<file path="src/rtl/memory_arbiter_pkg.sv">
// Shared definitions for the instruction/data memory bus arbiter.
// Holds the arbiter state encoding, the grant IDs and the helper that sizes
// the timeout counter from the timeout limit.
package memory_arbiter_defines;

    typedef enum logic [1:0] {
        ARB_IDLE     = 2'd0,
        ARB_IF_BUSY  = 2'd1,
        ARB_MEM_BUSY = 2'd2
    } arb_state_t;

    typedef enum logic {
        GRANT_IF  = 1'b0,
        GRANT_MEM = 1'b1
    } grant_t;

    localparam int unsigned DEFAULT_TIMEOUT_CYCLES = 255;

    // Bits needed to hold values 0..limit; never less than one bit.
    function automatic int unsigned counter_width(input int unsigned limit);
        int unsigned width;
        width = 1;
        for (int unsigned i = 1; i < 32; i++) begin
            if ((64'(1) << i) <= 64'(limit)) begin
                width = i + 1;
            end
        end
        return width;
    endfunction

    localparam int unsigned TIMEOUT_COUNTER_WIDTH = counter_width(DEFAULT_TIMEOUT_CYCLES);

endpackage

</file>
<file path="src/rtl/memory_arbiter.sv">
// Single-ported memory bus arbiter between instruction fetch and data access.
// Ports:
//   clock, reset                 - clock and asynchronous active-high reset
//   if_request/address/flush     - fetch request side; if_read_data/if_done results
//   mem_request/write_enable/... - data request side; mem_read_data/mem_done results
//   if/mem_stall_request         - combinational stall requests to pipeline control
//   bus_*                        - registered memory bus; bus_read_data/bus_ready return
//   bus_error                    - pulses with a done that ended in a timeout
module memory_arbiter
    import memory_arbiter_defines::*;
#(
    parameter int unsigned ADDRESS_WIDTH  = 32,
    parameter int unsigned DATA_WIDTH     = 32,
    parameter int unsigned TIMEOUT_CYCLES = DEFAULT_TIMEOUT_CYCLES
) (
    input  logic                       clock,
    input  logic                       reset,
    input  logic                       if_request,
    input  logic [ADDRESS_WIDTH-1:0]   if_address,
    input  logic                       if_flush,
    output logic [DATA_WIDTH-1:0]      if_read_data,
    output logic                       if_done,
    output logic                       if_stall_request,
    input  logic                       mem_request,
    input  logic                       mem_write_enable,
    input  logic [ADDRESS_WIDTH-1:0]   mem_address,
    input  logic [DATA_WIDTH/8-1:0]    mem_select,
    input  logic [DATA_WIDTH-1:0]      mem_write_data,
    output logic [DATA_WIDTH-1:0]      mem_read_data,
    output logic                       mem_done,
    output logic                       mem_stall_request,
    output logic                       bus_error,
    output logic                       bus_chip_enable,
    output logic                       bus_write_enable,
    output logic [ADDRESS_WIDTH-1:0]   bus_address,
    output logic [DATA_WIDTH/8-1:0]    bus_select,
    output logic [DATA_WIDTH-1:0]      bus_write_data,
    input  logic [DATA_WIDTH-1:0]      bus_read_data,
    input  logic                       bus_ready
);

    localparam int unsigned SELECT_WIDTH = DATA_WIDTH / 8;
    localparam int unsigned COUNT_WIDTH  = counter_width(TIMEOUT_CYCLES);

    arb_state_t                 state, state_d;
    grant_t                     last_grant, last_grant_d;
    logic [COUNT_WIDTH-1:0]     count, count_d;
    logic                       if_flushed, if_flushed_d;

    logic                       bus_chip_enable_d;
    logic                       bus_write_enable_d;
    logic [ADDRESS_WIDTH-1:0]   bus_address_d;
    logic [SELECT_WIDTH-1:0]    bus_select_d;
    logic [DATA_WIDTH-1:0]      bus_write_data_d;
    logic [DATA_WIDTH-1:0]      if_read_data_d;
    logic [DATA_WIDTH-1:0]      mem_read_data_d;
    logic                       if_done_d;
    logic                       mem_done_d;
    logic                       bus_error_d;

    logic                       if_go;
    logic                       mem_go;
    logic                       grant_mem;
    logic                       timeout_hit;
    logic                       fetch_discarded;

    // Stall requests go straight to control, without a register stage.
    assign if_stall_request  = if_request & ~if_done;
    assign mem_stall_request = mem_request & ~mem_done;

    // A request is not eligible on its own done cycle, so a held request is
    // never re-granted; a flush also blocks a fetch grant that cycle.
    assign if_go  = if_request & ~if_done & ~if_flush;
    assign mem_go = mem_request & ~mem_done;

    // On a tie the requester not served last wins.
    assign grant_mem = mem_go & (~if_go | (last_grant == GRANT_IF));

    // Limit zero disables the abort entirely.
    assign timeout_hit = (TIMEOUT_CYCLES != 0) &&
                         (count == COUNT_WIDTH'(TIMEOUT_CYCLES - 1));

    // A flush seen at any point of the fetch, including its last cycle, drops it.
    assign fetch_discarded = if_flushed | if_flush;

    // Next-state and next-output logic.
    always_comb begin
        state_d            = state;
        last_grant_d       = last_grant;
        count_d            = count;
        if_flushed_d       = if_flushed;
        bus_chip_enable_d  = bus_chip_enable;
        bus_write_enable_d = bus_write_enable;
        bus_address_d      = bus_address;
        bus_select_d       = bus_select;
        bus_write_data_d   = bus_write_data;
        if_read_data_d     = if_read_data;
        mem_read_data_d    = mem_read_data;
        if_done_d          = 1'b0;
        mem_done_d         = 1'b0;
        bus_error_d        = 1'b0;

        case (state)
            ARB_IDLE: begin
                if (grant_mem) begin
                    state_d            = ARB_MEM_BUSY;
                    last_grant_d       = GRANT_MEM;
                    count_d            = '0;
                    bus_chip_enable_d  = 1'b1;
                    bus_write_enable_d = mem_write_enable;
                    bus_address_d      = mem_address;
                    bus_select_d       = mem_select;
                    bus_write_data_d   = mem_write_data;
                end else if (if_go) begin
                    state_d            = ARB_IF_BUSY;
                    last_grant_d       = GRANT_IF;
                    count_d            = '0;
                    if_flushed_d       = 1'b0;
                    bus_chip_enable_d  = 1'b1;
                    bus_write_enable_d = 1'b0;
                    bus_address_d      = if_address;
                    bus_select_d       = '1;
                    bus_write_data_d   = '0;
                end
            end

            ARB_IF_BUSY: begin
                if_flushed_d = fetch_discarded;
                // Ready on the same edge as the timeout wins.
                if (bus_ready || timeout_hit) begin
                    state_d            = ARB_IDLE;
                    bus_chip_enable_d  = 1'b0;
                    bus_write_enable_d = 1'b0;
                    if (!fetch_discarded) begin
                        if_done_d      = 1'b1;
                        bus_error_d    = ~bus_ready;
                        if_read_data_d = bus_ready ? bus_read_data : '0;
                    end
                end else begin
                    count_d = count + COUNT_WIDTH'(1);
                end
            end

            ARB_MEM_BUSY: begin
                if (bus_ready || timeout_hit) begin
                    state_d            = ARB_IDLE;
                    bus_chip_enable_d  = 1'b0;
                    bus_write_enable_d = 1'b0;
                    mem_done_d         = 1'b1;
                    bus_error_d        = ~bus_ready;
                    // Stores and aborted accesses return zero.
                    mem_read_data_d    = (bus_ready && !bus_write_enable) ? bus_read_data : '0;
                end else begin
                    count_d = count + COUNT_WIDTH'(1);
                end
            end

            default: begin
                state_d           = ARB_IDLE;
                bus_chip_enable_d = 1'b0;
            end
        endcase
    end

    // State and registered outputs.
    always_ff @(posedge clock or posedge reset) begin
        if (reset) begin
            state            <= ARB_IDLE;
            last_grant       <= GRANT_IF;
            count            <= '0;
            if_flushed       <= 1'b0;
            bus_chip_enable  <= 1'b0;
            bus_write_enable <= 1'b0;
            bus_address      <= '0;
            bus_select       <= '0;
            bus_write_data   <= '0;
            if_read_data     <= '0;
            mem_read_data    <= '0;
            if_done          <= 1'b0;
            mem_done         <= 1'b0;
            bus_error        <= 1'b0;
        end else begin
            state            <= state_d;
            last_grant       <= last_grant_d;
            count            <= count_d;
            if_flushed       <= if_flushed_d;
            bus_chip_enable  <= bus_chip_enable_d;
            bus_write_enable <= bus_write_enable_d;
            bus_address      <= bus_address_d;
            bus_select       <= bus_select_d;
            bus_write_data   <= bus_write_data_d;
            if_read_data     <= if_read_data_d;
            mem_read_data    <= mem_read_data_d;
            if_done          <= if_done_d;
            mem_done         <= mem_done_d;
            bus_error        <= bus_error_d;
        end
    end

endmodule

</file>
<file path="config.mk">
export PLATFORM = sky130hd
export DESIGN_NAME = memory_arbiter
export DESIGN_NICKNAME = d
export VERILOG_FILES = /design/src/rtl/memory_arbiter_pkg.sv /design/src/rtl/memory_arbiter.sv
export SDC_FILE = /design/constraint.sdc
export NUM_CORES = 1
export LEC_CHECK = 0
export ABC_AREA = 1
export CAP_MARGIN = 20
export CORE_ASPECT_RATIO = 0.7
export CORE_MARGIN = 4
export CORE_UTILIZATION = 47
export DETAILED_ROUTE_END_ITERATION = 10
export GPL_TIMING_DRIVEN = 0
export PLACE_DENSITY = 0.86
export SYNTH_ARGS = -nofsm -noshare
export SYNTH_HDL_FRONTEND = slang
export SYNTH_SLANG_ARGS = --single-unit
</file>
<file path="constraint.sdc">
create_clock -name clock -period 8.8 [get_ports clock]
set_input_delay 1.76 -clock clock [delete_from_list [all_inputs] [get_ports clock]]
set_output_delay 1.76 -clock clock [all_outputs]
set_load 0.005 [all_outputs]
</file>
==> results of run 1 <==
[final timing paths]
kind	startpoint	to	slack, ns	depth (start not counted)
max	mem_request	mem_stall_request	3.49	5
min	bus_address[20]	bus_address[20]	0.48	2
max reg2reg	count[0]	if_read_data[17]	7.08	9
min reg2reg	bus_address[20]	bus_address[20]	0.48	2
max in group asynchronous	reset	bus_write_data[12]	6.14	3
min in group asynchronous	reset	if_read_data[20]	1.86	2
[Yosys cell counts, drive strengths merged]
cell type	number	area (um2)
o211ai	1	7.51
nor2	22	82.6
buf	35	263
clkbuf	11	41.3
o21ai	107	708
ha	5	62.6
nand3b	33	248
nand3	45	230
nand2	310	1180
or2	1	6.26
nor3	1	5.00
nand4	1	6.26
dfrtp	149	3730
inv	86	323
o21bai	2	15.0
[area by class of cell]
class | instances | area (um2) | share of cell area
well taps | 190 | 238 | 0.0226
multi-input cells | 528 | 2550 | 0.242
flip-flops and latches | 149 | 3730 | 0.354
inverters | 86 | 328 | 0.0311
clock buffers | 19 | 443 | 0.0421
repair buffers | 277 | 2790 | 0.265
plain buffers | 46 | 304 | 0.0289
clock inverters | 13 | 149 | 0.0141
[power by group]
part           total, mW  switching (mW)  internal (mW)
Clock              0.725           0.296          0.429
Combinational       1.49           0.687          0.798
Sequential          1.15           0.167          0.985
[registers in the layout, summed over array words and instances (netlist names)]
register and cells:
bus_address 32, bus_write_data 32, if_read_data 32, mem_read_data 32, count 8, bus_select 4, state 2, bus_chip_enable 1
bus_error 1, bus_write_enable 1, if_done 1, if_flushed 1, last_grant 1, mem_done 1
[worst register-to-register path, cell delays in order, from the launching register on]
cell and delay (ns):
dfrtp_1 0.40, inv_1 0.08, ha_1 0.19, inv_1 0.05
nor2_1 0.04, nand2_1 0.09, nand2_2 0.09, nand2_2 0.08
clkbuf_1 0.42, o21ai_1 0.14
[kinds of logic (layout without fill, tap and decap cells)]
| family | after synthesis | after routing | synth area share |
|---|---|---|---|
| fa+ha+maj | 5 | 5 | 0.00906 |
| compound gates | 110 | 110 | 0.106 |
| buf+inv | 132 | 441 | 0.0907 |
| flops | 149 | 149 | 0.540 |
| simple gates | 413 | 413 | 0.255 |
[per-layer routing]
layer,vias to the layer above,GRT usage,wire length (um)
met4,0,0.0559,288
met3,28,0.0692,1560
met1,3037,0.328,9050
met2,244,0.408,9850
met5,-,0,0
li1,3115,-,-
[per-stage QoR]
stage | worst slack, ns | std cells | total power [mW]
2_1_floorplan | 3.03 | 809 | 1.79
3_3_place_gp | 0.948 | 1275 | 2.61
3_5_place_dp | 3.50 | 1276 | 2.65
4_1_cts | 3.50 | 1308 | 3.39
5_1_grt | 3.39 | 1308 | 3.59
6_report | 3.49 | 1308 | 3.36
==> results by group, run 1 <==
Run status
  • Run status: complete, no violations

Placed design
  • Placed Instance Area: 9940 um2
  • Port-buffer cells: 276
  • Post-DP HPWL: 15,700 um
  • Routability cong.: 0.895

Layout
  • Fin area: roughly 11,000 um2
  • Number of fill cells: 1,040
  • Nets: 1,249
  • Diode count: 0
  • Share of cells above drive strength 1: 0.110
  • Area Overhead vs Synth: 52.5%
  • Final core occ: 0.745
  • Most common cell after layout, fill and taps aside: nand2_1
  • Most frequent cells in the layout: nand2_1, clkdlybuf4s50_1, dfrtp_1, inv_1, o21ai_2

Floorplanning
  • Top-Level Pins: roughly 280
  • Die area: approximately 17,000 um2
  • Die Width: 153 um
  • Initial Util: 0.488
  • Num rows: 36
  • Die Y: between 100 and 150 um
  • Core ar.: 14,100 um2

CTS
  • CTS H-tree lvls: 4
  • Hold-fix buffers, CTS: 0
  • CTS Buffer Depth: 2
  • CTS tree: built
  • Post-CTS Setup Bufs: 0
  • # clock sinks: 149
  • Clock transition at path regs: 0.06 ns
  • # resized after CTS: 0
  • Inserted Clock Buffers: 17
  • CTS root buffer: clkbuf_16
  • Clk Latency, worst-skew pair: 0.41 ns

Timing
  • Max-slew violations: 0
  • Min Tclk post-route: between 5 and 6 ns
  • Fmax: 188 MHz
  • Final hold slack: about 0.48 ns
  • Fin. Hold Viols: 0
  • Final setup fails: 0
  • Setup TNS: 0 ns
  • Least-Margin Pin Slew: around 0.65 ns
  • Clk_skew: 0.00944 ns
  • Tcrit/Tclk final: 0.604
  • RSZ-0062 raised after global routing: no
  • Max transition margin: 0.569

Critical path
  • Worst EP required: 7.04 ns
  • CP Capture Type: output pin
  • CP top delay family: buffers and inverters
  • Critical path fanouts, max: 10
  • Critical path class: in2out
  • Most used cell, CP: clkdlybuf4s50_1
  • Crit path cell chain: clkdlybuf4s50_1 > nand2_1 > inv_2 > buf_1 > clkdlybuf4s50_1
  • Worst EP arrival: about 3.6 ns
  • CP bufs+invs: 4
  • Max incr delay on CP: 0.64 ns
  • CP max stage cell: clkdlybuf4s50_1
  • Crit start category: primary input

Flow run
  • Reported max-cap violation count: 0

Logic synthesis
  • YS warnings: 0
  • Synth cell types: 23
  • Cells after synthesis: 809
  • Mapped Nets: 953
  • Mapped Area: around 6900 um2
  • Post-synthesis register bit count: 149
  • Register area share after synthesis: 0.540
  • Avg Cell Area, Syn: 8.54 um2

Global route
  • Number of global-route vias before repair: 6,330
  • First-pass GRT wire length: 32,800 um
  • Largest net degree at the start of global routing: 79
  • GRT Resource Usage Total: 0.246
  • GRT overflow: 0
  • Number of antenna violations at the first check in global routing: 0

Detailed routing
  • DRT Pass-1 Iters: 5
  • Routed Antenna Nets: 0
  • DR DRC count: 0
  • DR vias/cell: 4.91
  • Routed len/inst: 15.9 um
  • Final wirelength: 20,800 um
  • DRT iter0 DRCs: approximately 450
  • Vias: roughly 6,400

Power
  • Leak: 5.00 nW
  • VDD IR-drop max: 0.000178 V
  • Power Dens Cells: 319 nW/um2

Min path
  • Hold crit path type: reg2reg
No activity file was read; power rests on OpenSTA's default activity.
==> run 2: changes to the inputs <==
- CORE_UTILIZATION: 47 -> 44
- PLACE_DENSITY: 0.86 -> 0.81
- clock period: 8.8 -> 5.5 ns (I/O delays scaled with it)
==> results by group, run 2 (same netlist as run 1, synthesis figures left out) <==
Run status
  • Run status: complete, no violations

Layout
  • Final Non-Filler Cells: 1,318
  • Most frequent cells in the layout: nand2_1, clkdlybuf4s50_1, dfrtp_1, inv_1, o21ai_2
  • Fin area: 10,600 um2
  • Final core occ: 0.683
  • Flip-flop and latch area: 3730 um2
  • Most common cell after layout, fill and taps aside: nand2_1
  • Area Overhead vs Synth: 52.8%
  • Diode count: 0
  • Share of cells above drive strength 1: 0.111
  • Number of fill cells: ~1,300
  • Multi-input logic area: 2550 um2
  • Nets: 1,249

CTS
  • Post-CTS Setup Bufs: 0
  • Inserted Clock Buffers: 17
  • Clk Latency, worst-skew pair: 0.43 ns
  • CTS tree: built
  • # resized after CTS: 0
  • CTS root buffer: clkbuf_16
  • Hold-fix buffers, CTS: 0
  • Clock transition at path regs: 0.06 ns
  • CTS Buffer Depth: 2
  • CTS H-tree lvls: 4
  • # clock sinks: 149

Power
  • VDD IR-drop max: 0.000277 V
  • Leak: 5.02 nW
  • Power Dens Cells: between 500 and 600 nW/um2
  • Final Power: 5.42 mW

Floorplanning
  • Die area: about 18,000 um2
  • Die Width: 158 um
  • Num rows: 38
  • Core ar.: between 15,000 and 20,000 um2
  • Die Y: 113 um
  • Initial Util: 0.447
  • Top-Level Pins: 278

Placed design
  • Post-DP HPWL: around 16,000 um
  • Placed Instance Area: 9950 um2
  • Port-buffer cells: ~280
  • Placed Cells incl. Taps: 1,286
  • Routability cong.: 0.817

Critical path
  • Worst EP required: roughly 4.4 ns
  • Worst r2r dst: bus_address[3]
  • Source of the critical timing path: mem_request
  • Critical path class: in2out
  • Worst EP arrival: 2.81 ns
  • Critical path fanouts, max: 10
  • Worst Setup EP: mem_stall_request
  • R2r startpoint: state[1]
  • Crit start category: primary input
  • R2R depth: 8
  • FF-to-FF setup slack: between 3 and 4 ns
  • CP Capture Type: output pin

Timing
  • Max transition margin: 0.621
  • Final hold slack: 0.478 ns
  • Tcrit/Tclk final: 0.711
  • Clk_skew: 0.0173 ns
  • Least-Margin Pin Slew: 0.568 ns
  • RSZ-0062 raised after global routing: no
  • Fin. Hold Viols: 0
  • Final setup fails: 0
  • Min Tclk post-route: 3.91 ns
  • Fmax: around 260 MHz
  • Max-slew violations: 0

Detailed routing
  • Routed Antenna Nets: 0
  • Routed len/inst: 15.7 um
  • Vias: approximately 6,400
  • Final wirelength: 20,700 um
  • DRT iter0 DRCs: 353
  • DRT Pass-1 Iters: 5
  • DR DRC count: 0
  • DR vias/cell: 4.83

Global route
  • Number of global-route vias before repair: roughly 6,300
  • Number of antenna violations at the first check in global routing: 0
  • First-pass GRT wire length: 32,500 um
  • Largest net degree at the start of global routing: roughly 90
  • GRT Resource Usage Total: 0.229
  • GRT overflow: 0

Min path
  • Hold crit path type: reg2reg

Flow run
  • Reported max-cap violation count: 0
-- run 2: cell types whose count changed in the layout (fill, tap and decap cells not counted), sizes merged --
cell	previous run	this run
clkinv	5	2
clkbuf	30	28
clkinvlp	3	0
inv	89	97
-- run 2: critical path: stages --
cell and delay (ns):
clkdlybuf4s50_1 0.45, nand2_1 0.09, inv_2 0.18, buf_1 0.39, clkdlybuf4s50_1 0.59
-- run 2: cell type report --
class	instances	share of cell area
flip-flops and latches	149	0.353
repair buffers	277	0.264
clock inverters	15	0.0168
plain buffers	46	0.0288
clock buffers	17	0.0403
multi-input cells	528	0.242
well taps	200	0.0237
inverters	86	0.0311
-- run 2: stage by stage --
stage	worst slack [ns]	setup TNS [ns]
final	1.59	0
after detailed placement	1.61	0
after CTS	1.60	0
after floorplan	0.392	0
after global placement	-1.79	-264.28
after global routing	1.51	0
-- run 2: worst min-delay path by stage --
| stage | from | endpoint | slack (ns) | cells past startpoint |
|---|---|---|---|---|
| floorplan | bus_chip_enable | bus_chip_enable | 0.47 | 2 |
| global placement | bus_chip_enable | bus_chip_enable | 0.46 | 2 |
| detailed placement | bus_address[24] | bus_address[24] | 0.46 | 2 |
| CTS | bus_address[30] | bus_address[30] | 0.48 | 2 |
| global route | bus_address[7] | bus_address[7] | 0.50 | 2 |
| finish | bus_address[7] | bus_address[7] | 0.48 | 2 |
-- run 2: power breakdown --
group,switching (mW),internal (mW)
Clock,0.523,0.690
Combinational,1.09,1.28
Sequential,0.264,1.57
Total,1.88,3.54
-- run 2: layer usage --
layer / track usage / vias up / part of all wire
met5: 0 / - / 0
met4: 0.0510 / 0 / 0.011
met3: 0.0830 / 17 / 0.086
met2: 0.367 / 212 / 0.46
met1: 0.302 / 3013 / 0.45
li1: - / 3126 / -
==> run 3: changes to the inputs <==
- clock period: 5.5 -> 4.1 ns (I/O delays scaled with it)
==> results by group, run 3 (same netlist as run 1, synthesis figures left out) <==
Critical path
  • Crit start category: primary input
  • Critical path class: in2out
  • Worst r2r dst: bus_address[1]
  • Critical path fanouts, max: 10
  • Worst EP arrival: 2.55 ns
  • Max incr delay on CP: 0.59 ns
  • Most used cell, CP: clkdlybuf4s50_1
  • Crit path cell chain: clkdlybuf4s50_1 > nand2_1 > inv_2 > buf_1 > clkdlybuf4s50_1
  • CP Capture Type: output pin
  • CP max stage cell: clkdlybuf4s50_1
  • R2r startpoint: state[0]
  • R2R depth: 8
  • FF-to-FF setup slack: about 2.4 ns
  • Source of the critical timing path: mem_request
  • Worst EP required: 3.28 ns

Layout
  • Area Overhead vs Synth: 53.3%
  • Share of cells above drive strength 1: 0.113
  • Nets: 1,252
  • Most frequent cells in the layout: nand2_1, clkdlybuf4s50_1, dfrtp_1, inv_1, o21ai_2
  • Number of fill cells: 1,251
  • Most common cell after layout, fill and taps aside: nand2_1

Timing
  • Min Tclk post-route: 3.37 ns
  • Fmax: 297 MHz
  • Fin. Hold Viols: 0
  • Clk_skew: 0.0141 ns
  • Max transition margin: 0.627
  • Tcrit/Tclk final: 0.822
  • Least-Margin Pin Slew: ~0.56 ns
  • Max-slew violations: 0
  • Setup TNS: 0 ns
  • Final setup fails: 0
  • Worst setup margin: 0.730 ns
  • RSZ-0062 raised after global routing: no

CTS
  • Hold-fix buffers, CTS: 0
  • Clk Latency, worst-skew pair: 0.42 ns
  • Post-CTS Setup Bufs: 0
  • Inserted Clock Buffers: 17
  • # clock sinks: 149
  • CTS root buffer: clkbuf_16
  • CTS tree: built
  • # resized after CTS: 0
  • CTS Buffer Depth: 2
  • Clock transition at path regs: 0.06 ns
  • CTS H-tree lvls: 4

Placed design
  • Dpl ws: 0.733 ns
  • Routability cong.: 0.866
  • Post-DP HPWL: 15,900 um
  • Port-buffer cells: 276

Floorplanning
  • Num rows: 38
  • Die area: 17,800 um2
  • Die Y: about 110 um
  • Top-Level Pins: 278
  • Core ar.: 15,500 um2
  • Die Width: around 160 um
  • Initial Util: 0.447

Detailed routing
  • Routed Antenna Nets: 0
  • DR DRC count: 0
  • DRT iter0 DRCs: 459
  • M1 wire length: 9290 um
  • DR top layer: met4
  • DR vias/cell: about 4.9
  • Final wirelength: ~21,000 um
  • Routed len/inst: 16.0 um
  • DRT Pass-1 Iters: 5
  • Met2 routed WL: 9730 um
  • Vias: between 6,000 and 7,000
  • DR WL met3: 1870 um

Min path
  • WHS Path Cells: 2
  • Hold crit path type: reg2reg
  • Worst hold endpoint: bus_address[6]
  • Hold Crit Start: bus_address[6]

Global route
  • Number of antenna violations at the first check in global routing: 1
  • GRT Resource Usage Total: 0.235
  • GRT overflow: 0
  • First-pass GRT wire length: 33,400 um
  • Number of global-route vias before repair: about 6,300
  • Largest net degree at the start of global routing: 37

Power
  • VDD IR-drop max: around 0.0003 V
  • Power Dens Cells: 681 nW/um2
  • Leak: 5.02 nW

Run status
  • Run status: complete, no violations

Flow run
  • Reported max-cap violation count: 0
## run 3: worst max path at each step
stage	depth (start not counted)	slack (ns)	end
finish	5	0.73	mem_stall_request
global route	5	0.67	mem_stall_request
CTS	5	0.73	mem_stall_request
detailed placement	5	0.73	mem_stall_request
global placement	2	0.02	bus_address[11]
floorplan	1	1.41	bus_address[0]
## run 3: per-stage QoR
step	area [um2]	util	instances	hold WS (ns)	total power, mW
floorplan	6910	-	809	0.465	3.85
global placement	9920	0.642	1285	0.462	5.61
detailed placement	10000	0.647	1289	0.465	5.70
CTS	10600	0.685	1321	0.482	7.27
global route	10600	0.685	1322	0.490	7.70
finish	10600	0.685	1322	0.477	7.21
## run 3: power by group
group	switching (mW)	total (mW)	internal, mW
logic	1.48	3.19	1.72
registers	0.358	2.47	2.11
clock network	0.725	1.54	0.818
## run 3: worst max-delay path, delay by kind of cell
family | cells | cell delay (ns)
buffers and inverters | 4 | 1.64
and+or+nand+nor | 1 | 0.09
## run 3: layout make-up
class / count / area [um2] / share of cell area
antenna: 1 / 2.50 / 0.000236
buffer: 46 / 304 / 0.0287
clock buffer: 17 / 425 / 0.0402
clock inverter: 15 / 154 / 0.0145
inverter: 86 / 327 / 0.0308
multi-input combinational: 528 / 2550 / 0.241
sequential: 149 / 3730 / 0.352
tap: 200 / 250 / 0.0236
timing repair buffer: 280 / 2840 / 0.269
## run 3: routing by layer
metal	vias to the layer above	track usage
met2	231	0.370
met3	18	0.0707
met5	-	0
met1	3067	0.324
met4	0	0.0527
li1	3131	-
